## config.mk

```make
export PLATFORM = sky130hd
export DESIGN_NAME = mux_scan_sequencer
export DESIGN_NICKNAME = d
export VERILOG_FILES = /design/src/rtl/mux_scan_sequencer.sv
export SDC_FILE = /design/constraint.sdc
export NUM_CORES = 1
export LEC_CHECK = 0
export ABC_AREA = 1
export CORE_UTILIZATION = 32
export CTS_BUF_LIST = sky130_fd_sc_hd__clkbuf_8
export DETAILED_ROUTE_END_ITERATION = 10
export GPL_TIMING_DRIVEN = 1
export SYNTH_ARGS = -nofsm -noshare
export SYNTH_HDL_FRONTEND = slang
export SYNTH_SLANG_ARGS = --single-unit
```

## constraint.sdc

```tcl
create_clock -name clk -period 1.9 [get_ports clk]
set_clock_uncertainty 0.1 [all_clocks]
set_input_delay 0.38 -clock clk [delete_from_list [all_inputs] [get_ports clk]]
set_output_delay 0.38 -clock clk [all_outputs]
set_load 0.05 [all_outputs]
```

## src/rtl/mux_scan_sequencer.sv

```systemverilog
// mux_scan_sequencer
//
// Control stage that drives the 2-bit select of a 4:1 mux. It steps through
// the enabled channels in ascending order, waits SETTLE_CYCLES on each one,
// samples the mux output, and hands the assembled 4-bit word downstream.
// Scanning is single-shot, or continuous until reset.
//
// Handshake: word_valid rises together with a new word. word and word_valid
// then hold stable until the consumer raises word_ready. A transfer happens
// on any rising clk edge where word_valid && word_ready are both high, and
// word_valid drops in the following cycle. word_ready has no effect while
// word_valid is low.
//
// Parameters:
//   SETTLE_CYCLES  cycles held on a channel before sampling (1..15)
//   CNT_W          settle counter width, 2**CNT_W > SETTLE_CYCLES
//
// Ports:
//   clk          system clock, rising edge
//   rst_n        asynchronous active-low reset
//   start        one-cycle pulse that begins a scan (honoured in IDLE only)
//   cont         sampled with start; 1 = rescan after every accepted word
//   en_mask[3:0] channel enables, latched when start is accepted
//   mux_f        output of the 4:1 mux
//   sel[1:0]     registered mux select
//   word[3:0]    captured word, bit i = channel i, disabled channels read 0
//   word_valid   word available
//   word_ready   consumer accepts the word
//   busy         high in every state except IDLE
//   word_parity  XOR of word bits (only when MUX_SCAN_PARITY_EN is defined)
//
// Build option: define MUX_SCAN_PARITY_EN to add the word_parity output.
//
// The FSM state is held in state_q (type state_t) so that checkers can bind
// to it directly.

module mux_scan_sequencer #(
    parameter int SETTLE_CYCLES = 2,
    parameter int CNT_W         = 4
) (
    input  logic       clk,
    input  logic       rst_n,
    input  logic       start,
    input  logic       cont,
    input  logic [3:0] en_mask,
    input  logic       mux_f,
    output logic [1:0] sel,
    output logic [3:0] word,
    output logic       word_valid,
    input  logic       word_ready,
    output logic       busy
`ifdef MUX_SCAN_PARITY_EN
    ,
    output logic       word_parity
`endif
);

    typedef enum logic [1:0] {
        IDLE   = 2'd0,
        SETTLE = 2'd1,
        SAMPLE = 2'd2,
        EMIT   = 2'd3
    } state_t;

    // Counter value seen on the last settle cycle of a channel.
    localparam logic [CNT_W-1:0] CNT_LAST = CNT_W'(SETTLE_CYCLES - 1);

    state_t           state_q, state_d;
    logic [CNT_W-1:0] cnt_q, cnt_d;
    logic [3:0]       mask_q, mask_d;
    logic             cont_q, cont_d;
    logic [3:0]       shadow_q, shadow_d;
    logic [1:0]       sel_d;
    logic [3:0]       word_d;
    logic             valid_d;
    logic [3:0]       captured;
    logic [2:0]       next_info;

    // Lowest set bit of a non-zero mask.
    function automatic logic [1:0] lowest_ch(input logic [3:0] m);
        logic [1:0] r;
        r = 2'd0;
        for (int i = 3; i >= 0; i--) begin
            if (m[i]) r = 2'(i);
        end
        return r;
    endfunction

    // {found, index} of the lowest enabled channel strictly above cur.
    function automatic logic [2:0] next_ch(input logic [3:0] m, input logic [1:0] cur);
        logic [2:0] r;
        r = 3'b000;
        for (int i = 3; i >= 0; i--) begin
            if (m[i] && (i > int'(cur))) r = {1'b1, 2'(i)};
        end
        return r;
    endfunction

    // Shadow with the bit for the current channel replaced by the mux output.
    // Used both to update the shadow and, on the last channel, to load the
    // output word in the same edge so no extra cycle is spent.
    always_comb begin
        captured      = shadow_q;
        captured[sel] = mux_f;
    end

    assign next_info = next_ch(mask_q, sel);

    always_comb begin
        state_d  = state_q;
        cnt_d    = cnt_q;
        mask_d   = mask_q;
        cont_d   = cont_q;
        shadow_d = shadow_q;
        sel_d    = sel;
        word_d   = word;
        valid_d  = word_valid;

        case (state_q)
            IDLE: begin
                if (start && (en_mask != 4'h0)) begin
                    state_d  = SETTLE;
                    mask_d   = en_mask;
                    cont_d   = cont;
                    shadow_d = 4'h0;
                    sel_d    = lowest_ch(en_mask);
                    cnt_d    = '0;
                end
            end

            SETTLE: begin
                cnt_d = cnt_q + CNT_W'(1);
                if (cnt_q == CNT_LAST) begin
                    state_d = SAMPLE;
                end
            end

            SAMPLE: begin
                shadow_d = captured;
                if (next_info[2]) begin
                    sel_d   = next_info[1:0];
                    cnt_d   = '0;
                    state_d = SETTLE;
                end else begin
                    word_d  = captured;
                    valid_d = 1'b1;
                    state_d = EMIT;
                end
            end

            EMIT: begin
                if (word_ready) begin
                    valid_d = 1'b0;
                    if (cont_q) begin
                        // Restart from the latched mask; cont stays latched
                        // until reset.
                        state_d  = SETTLE;
                        sel_d    = lowest_ch(mask_q);
                        shadow_d = 4'h0;
                        cnt_d    = '0;
                    end else begin
                        state_d = IDLE;
                    end
                end
            end

            default: begin
                state_d = IDLE;
            end
        endcase
    end

    always_ff @(posedge clk or negedge rst_n) begin
        if (!rst_n) begin
            state_q    <= IDLE;
            cnt_q      <= '0;
            mask_q     <= 4'h0;
            cont_q     <= 1'b0;
            shadow_q   <= 4'h0;
            sel        <= 2'b00;
            word       <= 4'h0;
            word_valid <= 1'b0;
        end else begin
            state_q    <= state_d;
            cnt_q      <= cnt_d;
            mask_q     <= mask_d;
            cont_q     <= cont_d;
            shadow_q   <= shadow_d;
            sel        <= sel_d;
            word       <= word_d;
            word_valid <= valid_d;
        end
    end

`ifdef MUX_SCAN_PARITY_EN
    always_ff @(posedge clk or negedge rst_n) begin
        if (!rst_n) begin
            word_parity <= 1'b0;
        end else begin
            word_parity <= ^word_d;
        end
    end
`endif

    assign busy = (state_q != IDLE);

endmodule
```

==> After elaboration in Yosys (flattened, before gate mapping) <==
Cells that the tools add are included.
{ "word_totals": {"ram_bits": 0, "register_bits": 22, "elab_cells": 76, "latchBits": 0, "mem_bits_ro": 0, "memories": 0, "input_bits": 10} }
{ "classes": {"mux": 34, "add_sub_neg": 1, "reduce_logical": 17, "mul": 0, "eq_ne": 10, "div": 0, "n_bitwise": 1, "order_cmp": 5, "shift": 0} }
{ "op_table": {"columns": ["cell", "count"], "rows": [
  ["2-to-1 mux 2 bit", 16],
  ["2-to-1 mux 4 bit", 4],
  ["one-hot mux 4 bit (4 select lines)", 1],
  ["!= test 2 bit (second input constant)", 6],
  ["one-hot mux 4 bit (3 select lines)", 1],
  ["2-to-1 mux 3 bit", 3],
  ["one-hot mux 2 bit (4 select lines)", 1],
  ["AND reduction 4 bit", 2],
  ["one-hot mux 2 bit (3 select lines)", 1],
  ["AND reduction 3 bit", 2],
  ["logical AND 1 bit", 5],
  ["AND reduction 5 bit", 1],
  ["adder 4 x 1 -> 4 bit (second input constant)", 1],
  ["bitwise mux 4 bit", 1],
  ["== test 2 bit (second input constant)", 2],
  ["== test 4 x 1 -> 1 bit (second input constant)", 1],
  ["greater-than comparator 2 bit (first input constant)", 2],
  ["2-to-1 mux 1 bit", 4],
  ["AND reduction 2 bit", 2],
  ["nonzero test 2 bit", 2],
  ["nonzero test 4 bit", 1],
  ["less-than comparator 2 x 3 -> 1 bit (second input constant)", 1],
  ["nonzero test 3 bit", 1],
  ["demux 1 bit (select 2 bit)", 1],
  ["6 further kinds", 6]
]} }

==> Longest topological paths before layout <==
Gate-level depths: netlist of run 1.
{ "logic_depth": {"ltp_word": 7, "depth_mapped": 9} }

==> Worst setup path before layout of run 1 <==
OpenSTA, ideal clock, no wires.
{ "synth_timing": {"path_kind": "register -> register", "startpoint": "register sel[0]", "endpoint": "register sel[0]", "synth_period_minus_slack_ps": 1650, "required_time_ps": 1734, "stages_incl_launch_ff": 9, "path_slack_ps": 250, "arrival_time_ps": 1484, "path_buffers": 0, "setup_ps": 66, "path_cell_list": "dfrtp_1 > nand2_1 > nand2_1 > nand2_1 > nor2_8 > nor2_2 > nand2_1 > nand2_1 > nand2_1"} }
{ "synth_between": {"elab_chain_len": 7, "elab_cells_between_ends": 13} }
{ "synth_lines": {"columns": ["element", "line_no", "source"], "rows": [
  ["start, declared", "47", "output logic [1:0] sel,"],
  ["start signal, assigned", "189", "sel <= sel_d;"],
  ["greater-than comparator 2 bit", "94", "if (m[i] && (i > int'(cur))) r = {1'b1, 2'(i)};"],
  ["logical AND 1 bit", "94", null],
  ["2-to-1 mux 3 bit (2 in a row)", "94", null],
  ["2-to-1 mux 3 bit (*)", "94", null],
  ["!= test 2 bit (no source line) or 2-to-1 mux 2 bit (tied branches)", null, null],
  ["AND reduction 5 bit (no source line) or one-hot mux 2 bit (3 select lines) (tied branches)", null, null]
]} }
Mark *: on every way between the ends. The rest lies on a longest branch, timed or not. The select of a mux whose other input is x is not followed.
A chain may end at the register's enable or synchronous reset.

==> Worst setup path in the final report of run 1 <==
{ "layout_timing": {"startpoint": "register state_q[0]", "endpoint": "output busy"} }
{ "layout_between": {"elab_chain_len": 1} }
{ "layout_lines": {"columns": ["element", "line_no", "source"], "rows": [
  ["start, declared", "68", "state_t state_q, state_d;"],
  ["start signal, assigned", "184", "state_q <= state_d;"],
  ["nonzero test 2 bit", "205", "assign busy = (state_q != IDLE);"],
  ["end, declared", "51", "output logic busy"]
]} }
No other way between the ends.

==> out/summary.txt, run 1 <==
Status: finished clean
DP Worst Slack: 0.03121 ns
Setup TNS: 0 ns
Total Wirelength: 2506 microns
Share of layout cells above drive strength 1: 15.14%
CTS buffer count: 3
DR WL/cell: 10.85 microns
Ant diodes: 0
Slew @ Worst Pin: 0.3856 ns
PwrDens: 1706 nW/um^2
CTS Hold Bufs: 0
Startpoint types: flip-flop
CTS tree: done
Longest Clk Path Bufs: 2
Die width: 63.49 microns
Initial antenna violation count: 0
Post-route design area: 1509 sq um
Worst path arrival time: 1.26 ns
Worst R2R End: sel[0]$_DFFE_PN0P_
I/O Pins: 18
Clock root cell: clkbuf_8
Routed vias: 1062
Peak supply drop: 0.8121 mV
Port bufs: 17
Post-CTS sizing: 0
Layout Cells excl Fill: 231
RSZ-0062 raised after global routing: no
Comb pwr share: 49.2%
Synth Register Bits: 22
Core Rows: 21
Post-CTS setup buffer count: 0
Post-Syn Area: 1210 sq um
Area leader, netlist: dfrtp_1
DP Area: 1438 sq um
Register area share after synthesis: 45.50%
Post-route setup slack: 0.1551 ns
Max cap viols: 0
P_sw: 1.198 mW
Commonest non-fill, non-tap cell in the layout: nand2_1
Final-report setup violation count: 0
Antenna viol nets, final: 0
Iter 0 DRT Violations: 72
Largest net degree at the start of global routing: 23
Core area: 3468 sq um
Final Critical Period: 1.745 ns
Synth cell types: 20
Internal: 1.376 mW
Reg2reg path depth: 8
First-pass GRT wire length: 4478 microns
F_max: 0.5731 GHz
H-tree depth: 1
Via density: 4.597
Crit end category: output port
Syn Inst Count: 163
Clock share of power: 17.0%
Static Leak: 0.8174 nW
Clk_lat worst skew: 0.26 ns
Sequential share of power: 33.8%
Clock sinks: 22
First-pass DRT Iterations: 4
Worst hold path class: primary input to async pin
Vias in the first global route: 1003
All-Layer GR Usage: 13.97%
Mapped Nets: 175
Worst slew margin: 74.30%
CP Max Fanout: 7
Die Span Y: 63.49 microns
Worst hold margin: 0.3639 ns
Period utilisation layout: 91.84%
Design Power: 2.574 mW
Synth warn: 0
Area Growth Syn to Fin: 24.72%
Worst Path Required: 1.42 ns
Initial Utilization: 34.88%
Pins Over Slew Limit: 0
DRC: 0
Final Wtd Congestion: 0.7459
Synth top area cells: dfrtp_1 46%, nand2_1 22%, inv_1 5.0%, nand3_1 4.6%, nor2_1 3.4%
Crit path kind: flip-flop to output port
HPWL Detailed: 1919 microns
Die area: 4031 sq um
Placed insts: 227
Util after Layout: 43.51%
Syn avg cell area: 7.423 sq um
Most frequent cells in the layout: 70 x nand2_1, 22 x dfrtp_1, 16 x inv_1, 11 x nor2_1, 11 x nand3_1
Worst-path clk slew: 0.08 ns
Hold Vio Cnt, Final: 0
Flop-to-flop setup slack: 0.31 ns
Final nets: 198
Switching share of power: 46.54%
Overflow after GRT: 0
Reg-to-Reg Start: sel[1]$_DFFE_PN0P_
Synth top area share: 45.50%
area by class of cell:
class                   count  area (sq um)
clock buffers               3         41.29
clock inverters             1         30.03
fillers                   365          1959
inverters                  19         76.32
multi-input cells         122         583.1
flip-flops and latches     22         550.5
well taps                  46         57.56
repair buffers             18         170.2
metal layers:
metal  up-vias  track usage [%]  wire length [microns]
met2         9            21.68                   1158
met1       501            19.62                   1275
met3         2            1.812                     57
met5         -                0                      0
li1        550                -                      -
met4         0            5.114                     14
power by group through the flow:
| stage | sequential (mW) | combinational (mW) | clock, mW |
|---|---|---|---|
| finish | 0.871 | 1.27 | 0.437 |
| CTS | 0.873 | 1.28 | 0.450 |
| global route | 0.905 | 1.41 | 0.466 |
| global placement | 0.871 | 1.26 | 0 |
| floorplan | 1.04 | 0.737 | 0 |
| detailed placement | 0.881 | 1.28 | 0 |
cells in the mapped netlist (all sizes together):
cell type and n:
a31oi 2, o21ai 8, or2 3, inv 19, nor2 16, a21oi 6, nand2 73, dfrtp 22
nand3 11, nand4 1, ha 2
critical path, cell delays in order, from the launching register on:
cell and delay (ns):
dfrtp_1 0.52, nor2_2 0.22, inv_1 0.10, buf_12 0.16
state kept, by name (all words and copies together), names as in the netlist:
| name | flops |
|---|---|
| shadow_q | 4 |
| cnt_q | 4 |
| mask_q | 4 |
| word | 4 |
| state_q | 2 |
| sel | 2 |
| cont_q | 1 |
| word_valid | 1 |
logic make-up (layout without fill, tap and decap cells):
group                      Yosys count  in the layout  synth area share, %
AOI/OAI and AO/OA                   16             16                7.134
adders and majority gates            2              2                2.068
buffers and inverters               19             41                6.308
DFF                                 22             22                45.50
and+or+nand+nor                    104            104                38.99
worst max path at each step:
stage                            from  slack [ns]  cells past startpoint                      end
6_report       state_q[0]$_DFFE_PN0P_        0.16                      3                     busy
5_1_grt        state_q[0]$_DFFE_PN0P_        0.08                      3                     busy
4_1_cts        state_q[0]$_DFFE_PN0P_        0.13                      3                     busy
3_5_place_dp               en_mask[0]        0.03                      8  shadow_q[2]$_DFFE_PN0P_
3_3_place_gp               en_mask[0]        0.07                      8  shadow_q[2]$_DFFE_PN0P_
2_1_floorplan      sel[0]$_DFFE_PN0P_        0.25                      8       sel[0]$_DFFE_PN0P_
Note: power is estimated with default switching activity, not from simulation.
==> inputs of run 2 (changes only) <==
Settings changed: ABC_AREA 1 to unset, CORE_UTILIZATION 32 to 35.
==> out/summary.txt, run 2 <==
Most instantiated cells after synthesis: 22 x dfrtp_1, 9 x a21oi_1, 7 x nor2_1
Final Wtd Congestion: 0.7275 (-2.5%)
Number of synthesized flops with an enable pin: 0 (unchanged)
Clock sinks: 22 (unchanged)
Overflow after GRT: 0 (unchanged)
Area Growth Syn to Fin: 29.30%
Iter 0 DRT Violations: 38 (-47%)
Worst hold path class: primary input to async pin
Worst Path Required: 1.96 ns (+0.54 ns)
Post-CTS setup buffer count: 0 (unchanged)
Synth cell types: 36 (+80%)
Worst path arrival time: 1.90 ns (+0.64 ns)
Longest Clk Path Bufs: 2 (unchanged)
Syn Inst Count: 110 (-33%)
Die Span Y: 60.03 microns (-5.4%)
Slowest cell delay on critical path: 0.57 ns (+0.05 ns)
CTS tree: done
Final Critical Period: 1.834 ns (+0.08930 ns)
Count leader, synth: dfrtp_1
Commonest non-fill, non-tap cell in the layout: dfrtp_1
Static Leak: 0.6831 nW (-16%)
DRC: 0 (unchanged)
RSZ-0062 raised after global routing: no
All-Layer GR Usage: 15.85% (+1.9 points)
PwrDens: 1728 nW/um^2 (+1.3%)
Register area share after synthesis: 46.71% (+1.2 points)
Clk_lat worst skew: 0.27 ns (about the same)
DR WL/cell: 14.07 microns (+30%)
I/O Pins: 18 (unchanged)
Fill count: 305 (-16%)
HPWL Detailed: 1887 microns (-1.7%)
Pins Over Slew Limit: 0 (unchanged)
F_max: 0.5452 GHz (-4.9%)
Worst slew margin: 69.82% (-4.5 points)
Post-route design area: 1524 sq um (+0.99%)
Area leader, netlist: dfrtp_1
H-tree depth: 1 (unchanged)
Final-report setup violation count: 0 (unchanged)
Worst Path Buf+Inv: 2 (unchanged)
Mapped Nets: 122 (-30%)
Antenna viol nets, final: 0 (unchanged)
Die width: 60.03 microns (-5.4%)
Via density: 5.209 (+13%)
Most frequent cells in the layout: 21 x dfrtp_1, 18 x buf_4, 9 x a21oi_1, 8 x clkdlybuf4s50_1, 7 x nor2_1
Initial antenna violation count: 0 (unchanged)
Port bufs: 17 (unchanged)
Routed vias: 948 (-11%)
Slew @ Worst Pin: 0.4480 ns (+0.06240 ns)
Post-synth ARST share: 100.0% (unchanged)
Syn avg cell area: 10.71 sq um (+44%)
Crit path kind: primary input to flip-flop
Synth Register Bits: 22 (unchanged)
Crit-path slowest cell: clkdlybuf4s50_1
First-pass GRT wire length: 4153 microns (-7.3%)
Clock root cell: clkbuf_8
DP Area: 1446 sq um (+0.61%)
Synth warn: 0 (unchanged)
Initial Utilization: 37.68% (+2.8 points)
Vias in the first global route: 921 (-8.2%)
Synth top area cells: dfrtp_1 47%, mux2_2 5.7%, a21oi_1 3.8%, mux2i_1 2.5%, o21ai_0 2.5%
Synth top area share: 46.71% (+1.2 points)
First-pass DRT Iterations: 5 (+1)
Period utilisation layout: 96.54% (+4.7 points)
Crit-path leading delay family: compound AO/OA/AOI/OAI gates
Share of layout cells above drive strength 1: 26.81% (+12 points)
Ys flop type: dfrtp_1
Status: finished clean
CP Max Fanout: 4 (-3)
Die area: 3604 sq um (-11%)
CP Cell Sequence: clkdlybuf4s50_1 -> o41ai_4 -> buf_4 -> o2111ai_1 -> o21ai_2 -> a211o_1
Design Power: 2.633 mW (+2.3%)
Worst-path clk slew: 0.08 ns (about the same)
Hold Vio Cnt, Final: 0 (unchanged)
Final nets: 151 (-24%)
CTS Hold Bufs: 0 (unchanged)
Total Wirelength: 2561 microns (+2.2%)
Core area: 3128 sq um (-9.8%)
Ant diodes: 0 (unchanged)
Crit end category: flip-flop
CTS buffer count: 3 (unchanged)
Largest net degree at the start of global routing: 23 (unchanged)
Peak supply drop: 0.7291 mV (-10%)
Core Rows: 20 (-4.8%)
Max cap viols: 0 (unchanged)
Startpoint types: primary input
Post-Syn Area: 1179 sq um (-2.6%)
## run 2: power by group
group | switching [mW] | internal, mW
clock network | 0.164 | 0.282
registers | 0.187 | 0.680
logic | 0.763 | 0.556
total | 1.11 | 1.52
## run 2: path summary, 6_finish.rpt
kind	startpoint	end	slack, ns	cells after the start
setup / recovery	en_mask[3]	cnt_q[2]$_DFFE_PN0P_	0.07	6
hold / removal	rst_n	sel[0]$_DFFE_PN0P_	0.36	2
setup reg to reg	state_q[1]$_DFFE_PN0P_	mask_q[1]$_DFFE_PN0P_	0.20	3
hold reg to reg	word_valid$_DFFE_PN0P_	word_valid$_DFFE_PN0P_	0.38	1
max in group asynchronous	rst_n	sel[1]$_DFFE_PN0P_	1.09	2
min in group clk	word_valid$_DFFE_PN0P_	word_valid$_DFFE_PN0P_	0.38	1
## run 2: through the flow
stage | hold slack (ns) | cells | setup TNS [ns] | setup slack (ns) | utilization, %
5_1_grt | 0.3787 | 182 | 0 | 0.03323 | 48.72
3_3_place_gp | 0.3644 | 178 | -2.744 | -0.2427 | 46.24
4_1_cts | 0.3592 | 182 | 0 | 0.002049 | 48.52
3_5_place_dp | 0.3675 | 178 | -3.219 | -0.3159 | 46.24
2_1_floorplan | -0.01559 | 110 | 0 | 0.03171 | -
6_report | 0.3588 | 182 | 0 | 0.06577 | 48.72
## run 2: logic make-up after synthesis
family                   after synthesis  share of synthesized area [%]
AO/OA/AOI/OAI                         35                          23.78
AND/OR/NAND/NOR                       33                          14.65
flip-flops                            22                          46.71
multiplexers                          10                          9.553
buffers and inverters                  7                          2.441
adder cells (fa/ha/maj)                2                          2.123
XOR/XNOR                               1                         0.7432
## run 2: cell type report
| type | instances | area, sq um | share of cell area, % |
|---|---|---|---|
| sequential | 22 | 551.8 | 36.21 |
| tap | 44 | 55.05 | 3.612 |
| timing repair buffer | 27 | 227.7 | 14.94 |
| clock inverter | 1 | 30.03 | 1.970 |
| clock buffer | 3 | 41.29 | 2.709 |
| multi-input combinational | 81 | 603.1 | 39.57 |
| inverter | 4 | 15.01 | 0.9852 |
## run 2: per-layer routing
layer,up-vias,wire [microns],global-route usage [%]
met3,4,67,3.247
met2,15,1223,26.19
met1,469,1232,20.30
met4,0,38,5.980
li1,460,-,-
met5,-,0,0
## run 2: what timing repair did
item / 4_1_cts / 5_1_grt
pin swaps: 1 / 1
gates resized for setup: 0 / 2
setup endpoints to repair: 4 / 4
gates cloned: 0 / 0
==> inputs of run 3 (changes only) <==
Settings changed: CORE_ASPECT_RATIO set to 1.25.
==> out/summary.txt, run 3 (same netlist as run 2, synthesis figures left out) <==
Worst hold path class: primary input to async pin
Final Critical Period: 1.837 ns (+0.002565 ns)
Worst path arrival time: 1.88 ns (-0.02 ns)
Reg-to-Reg Start: state_q[1]$_DFFE_PN0P_
Longest Clk Path Bufs: 2 (unchanged)
RSZ-0062 raised after global routing: yes
Final nets: 154 (+2.0%)
CTS buffer count: 3 (unchanged)
Reg2reg path depth: 3 (unchanged)
Vias in the first global route: 997 (+8.3%)
Iter 0 DRT Violations: 30 (-21%)
Crit path kind: primary input to flip-flop
Startpoint types: primary input
Period utilisation layout: 96.67% (+0.13 points)
Clk_lat worst skew: 0.26 ns (about the same)
Die width: 53.91 microns (-10%)
Final-report setup violation count: 0 (unchanged)
F_max: 0.5444 GHz (-0.14%)
Overflow after GRT: 0 (unchanged)
Worst-path clk slew: 0.08 ns (about the same)
Worst path depth: 5 (-1)
Slowest cell delay on critical path: 0.49 ns (-0.08 ns)
Core Rows: 23 (+15%)
Die Span Y: 66.88 microns (+11%)
Via density: 5.348 (+2.7%)
Initial Utilization: 36.57% (-1.1 points)
First-pass DRT Iterations: 4 (-1)
Clock sinks: 22 (unchanged)
Clock root cell: clkbuf_8
I/O Pins: 18 (unchanged)
Most frequent cells in the layout: 21 x dfrtp_1, 21 x buf_4, 9 x a21oi_1, 9 x clkdlybuf4s50_1, 7 x nor2_1
All-Layer GR Usage: 17.23% (+1.4 points)
First-pass GRT wire length: 4457 microns (+7.3%)
Crit-path leading delay family: compound AO/OA/AOI/OAI gates
Routed vias: 952 (+0.42%)
Antenna viol nets, final: 0 (unchanged)
Largest net degree at the start of global routing: 23 (unchanged)
Crit end category: flip-flop
Final Wtd Congestion: 0.7889 (+8.4%)
H-tree depth: 1 (unchanged)
Layout Cells excl Fill: 178 (-2.2%)
Crit-path slowest cell: o41ai_4
CTS tree: done
Total Wirelength: 2526 microns (-1.4%)
Worst Path Buf+Inv: 2 (unchanged)
Hold Vio Cnt, Final: 0 (unchanged)
Core area: 3223 sq um (+3.0%)
Static Leak: 0.6809 nW (-0.33%)
CP Max Fanout: 3 (-1)
Worst hold margin: 0.3611 ns (+0.002357 ns)
Slew @ Worst Pin: 0.4462 ns (-0.001790 ns)
CP Cell Sequence: clkdlybuf4s50_1 -> o41ai_4 -> buf_4 -> nor2_1 -> o32a_1
Initial antenna violation count: 0 (unchanged)
Max cap viols: 0 (unchanged)
Peak supply drop: 0.8701 mV (+19%)
PwrDens: 1667 nW/um^2 (-3.5%)
Post-CTS setup buffer count: 0 (unchanged)
Area Growth Syn to Fin: 28.88%
DRC: 0 (unchanged)
DR WL/cell: 14.19 microns (+0.85%)
Worst slew margin: 69.94% (+0.12 points)
Ant diodes: 0 (unchanged)
Die area: 3605 sq um (about the same)
Port bufs: 17 (unchanged)
Status: finished clean
Worst Path Required: 1.95 ns (about the same)
CTS Hold Bufs: 0 (unchanged)
CP startpoint: en_mask[0]
Share of layout cells above drive strength 1: 28.37% (+1.6 points)
Placed insts: 174 (-2.2%)
HPWL Detailed: 1956 microns (+3.6%)
Pins Over Slew Limit: 0 (unchanged)
run 3: cell types whose count changed in the layout (fill, tap and decap cells not counted):
| cell | delta |
|---|---|
| dlymetal6s2s_1 | -1 |
| clkbuf_8 | +1 |
| buf_4 | +3 |
| clkdlybuf4s50_1 | +1 |
| bufinv_16 | -1 |
run 3: final timing paths:
check                      slack [ns]                      end
max                              0.06   state_q[1]$_DFFE_PN0P_
min                              0.36       sel[0]$_DFFE_PN0P_
max reg2reg                      0.18    mask_q[3]$_DFFE_PN0P_
min reg2reg                      0.39  shadow_q[2]$_DFFE_PN0P_
max in group asynchronous        1.10       sel[1]$_DFFE_PN0P_
min in group clk                 0.39  shadow_q[2]$_DFFE_PN0P_
run 3: layout make-up:
type	count	area (sq um)
Multi-Input combinational cell	81	603.1
Clock buffer	4	55.05
Fill cell	320	1704
Tap cell	37	46.29
Inverter	4	15.01
Sequential cell	22	551.8
Timing Repair Buffer	30	247.7
run 3: stage by stage:
stage / power [mW] / utilization, % / worst slack [ns] / TNS [ns] / cell area (sq um)
floorplan: 1.803 / - / 0.03171 / 0 / 1180
global placement: 2.164 / 45.30 / -0.2129 / -2.296 / 1460
detailed placement: 2.199 / 45.30 / -0.2789 / -2.904 / 1460
CTS: 2.550 / 47.13 / 0.04526 / 0 / 1519
global route: 2.738 / 47.13 / -0.001410 / -0.001410 / 1519
finish: 2.533 / 47.13 / 0.06321 / 0 / 1519
run 3: power by group:
group          internal (mW)  total, mW  switching, mW  leakage, nW
clock network          0.185      0.341          0.156       0.0288
logic                  0.565       1.32          0.753        0.381
registers              0.680      0.874          0.194        0.271
run 3: repair_timing:
action / in CTS / in global routing
resized for setup: 1 / 0
hold endpoints to repair: 0 / 0
setup endpoints to repair: 1 / 1
pin swaps: 1 / 1
run 3: per-layer routing:
metal / wire length, microns / part of all wire [%] / track usage [%]
met5: 0 / 0 / 0
met1: 1088 / 43 / 21.72
met2: 1372 / 54 / 28.86
met4: 29 / 1.1 / 5.921
met3: 36 / 1.4 / 2.740
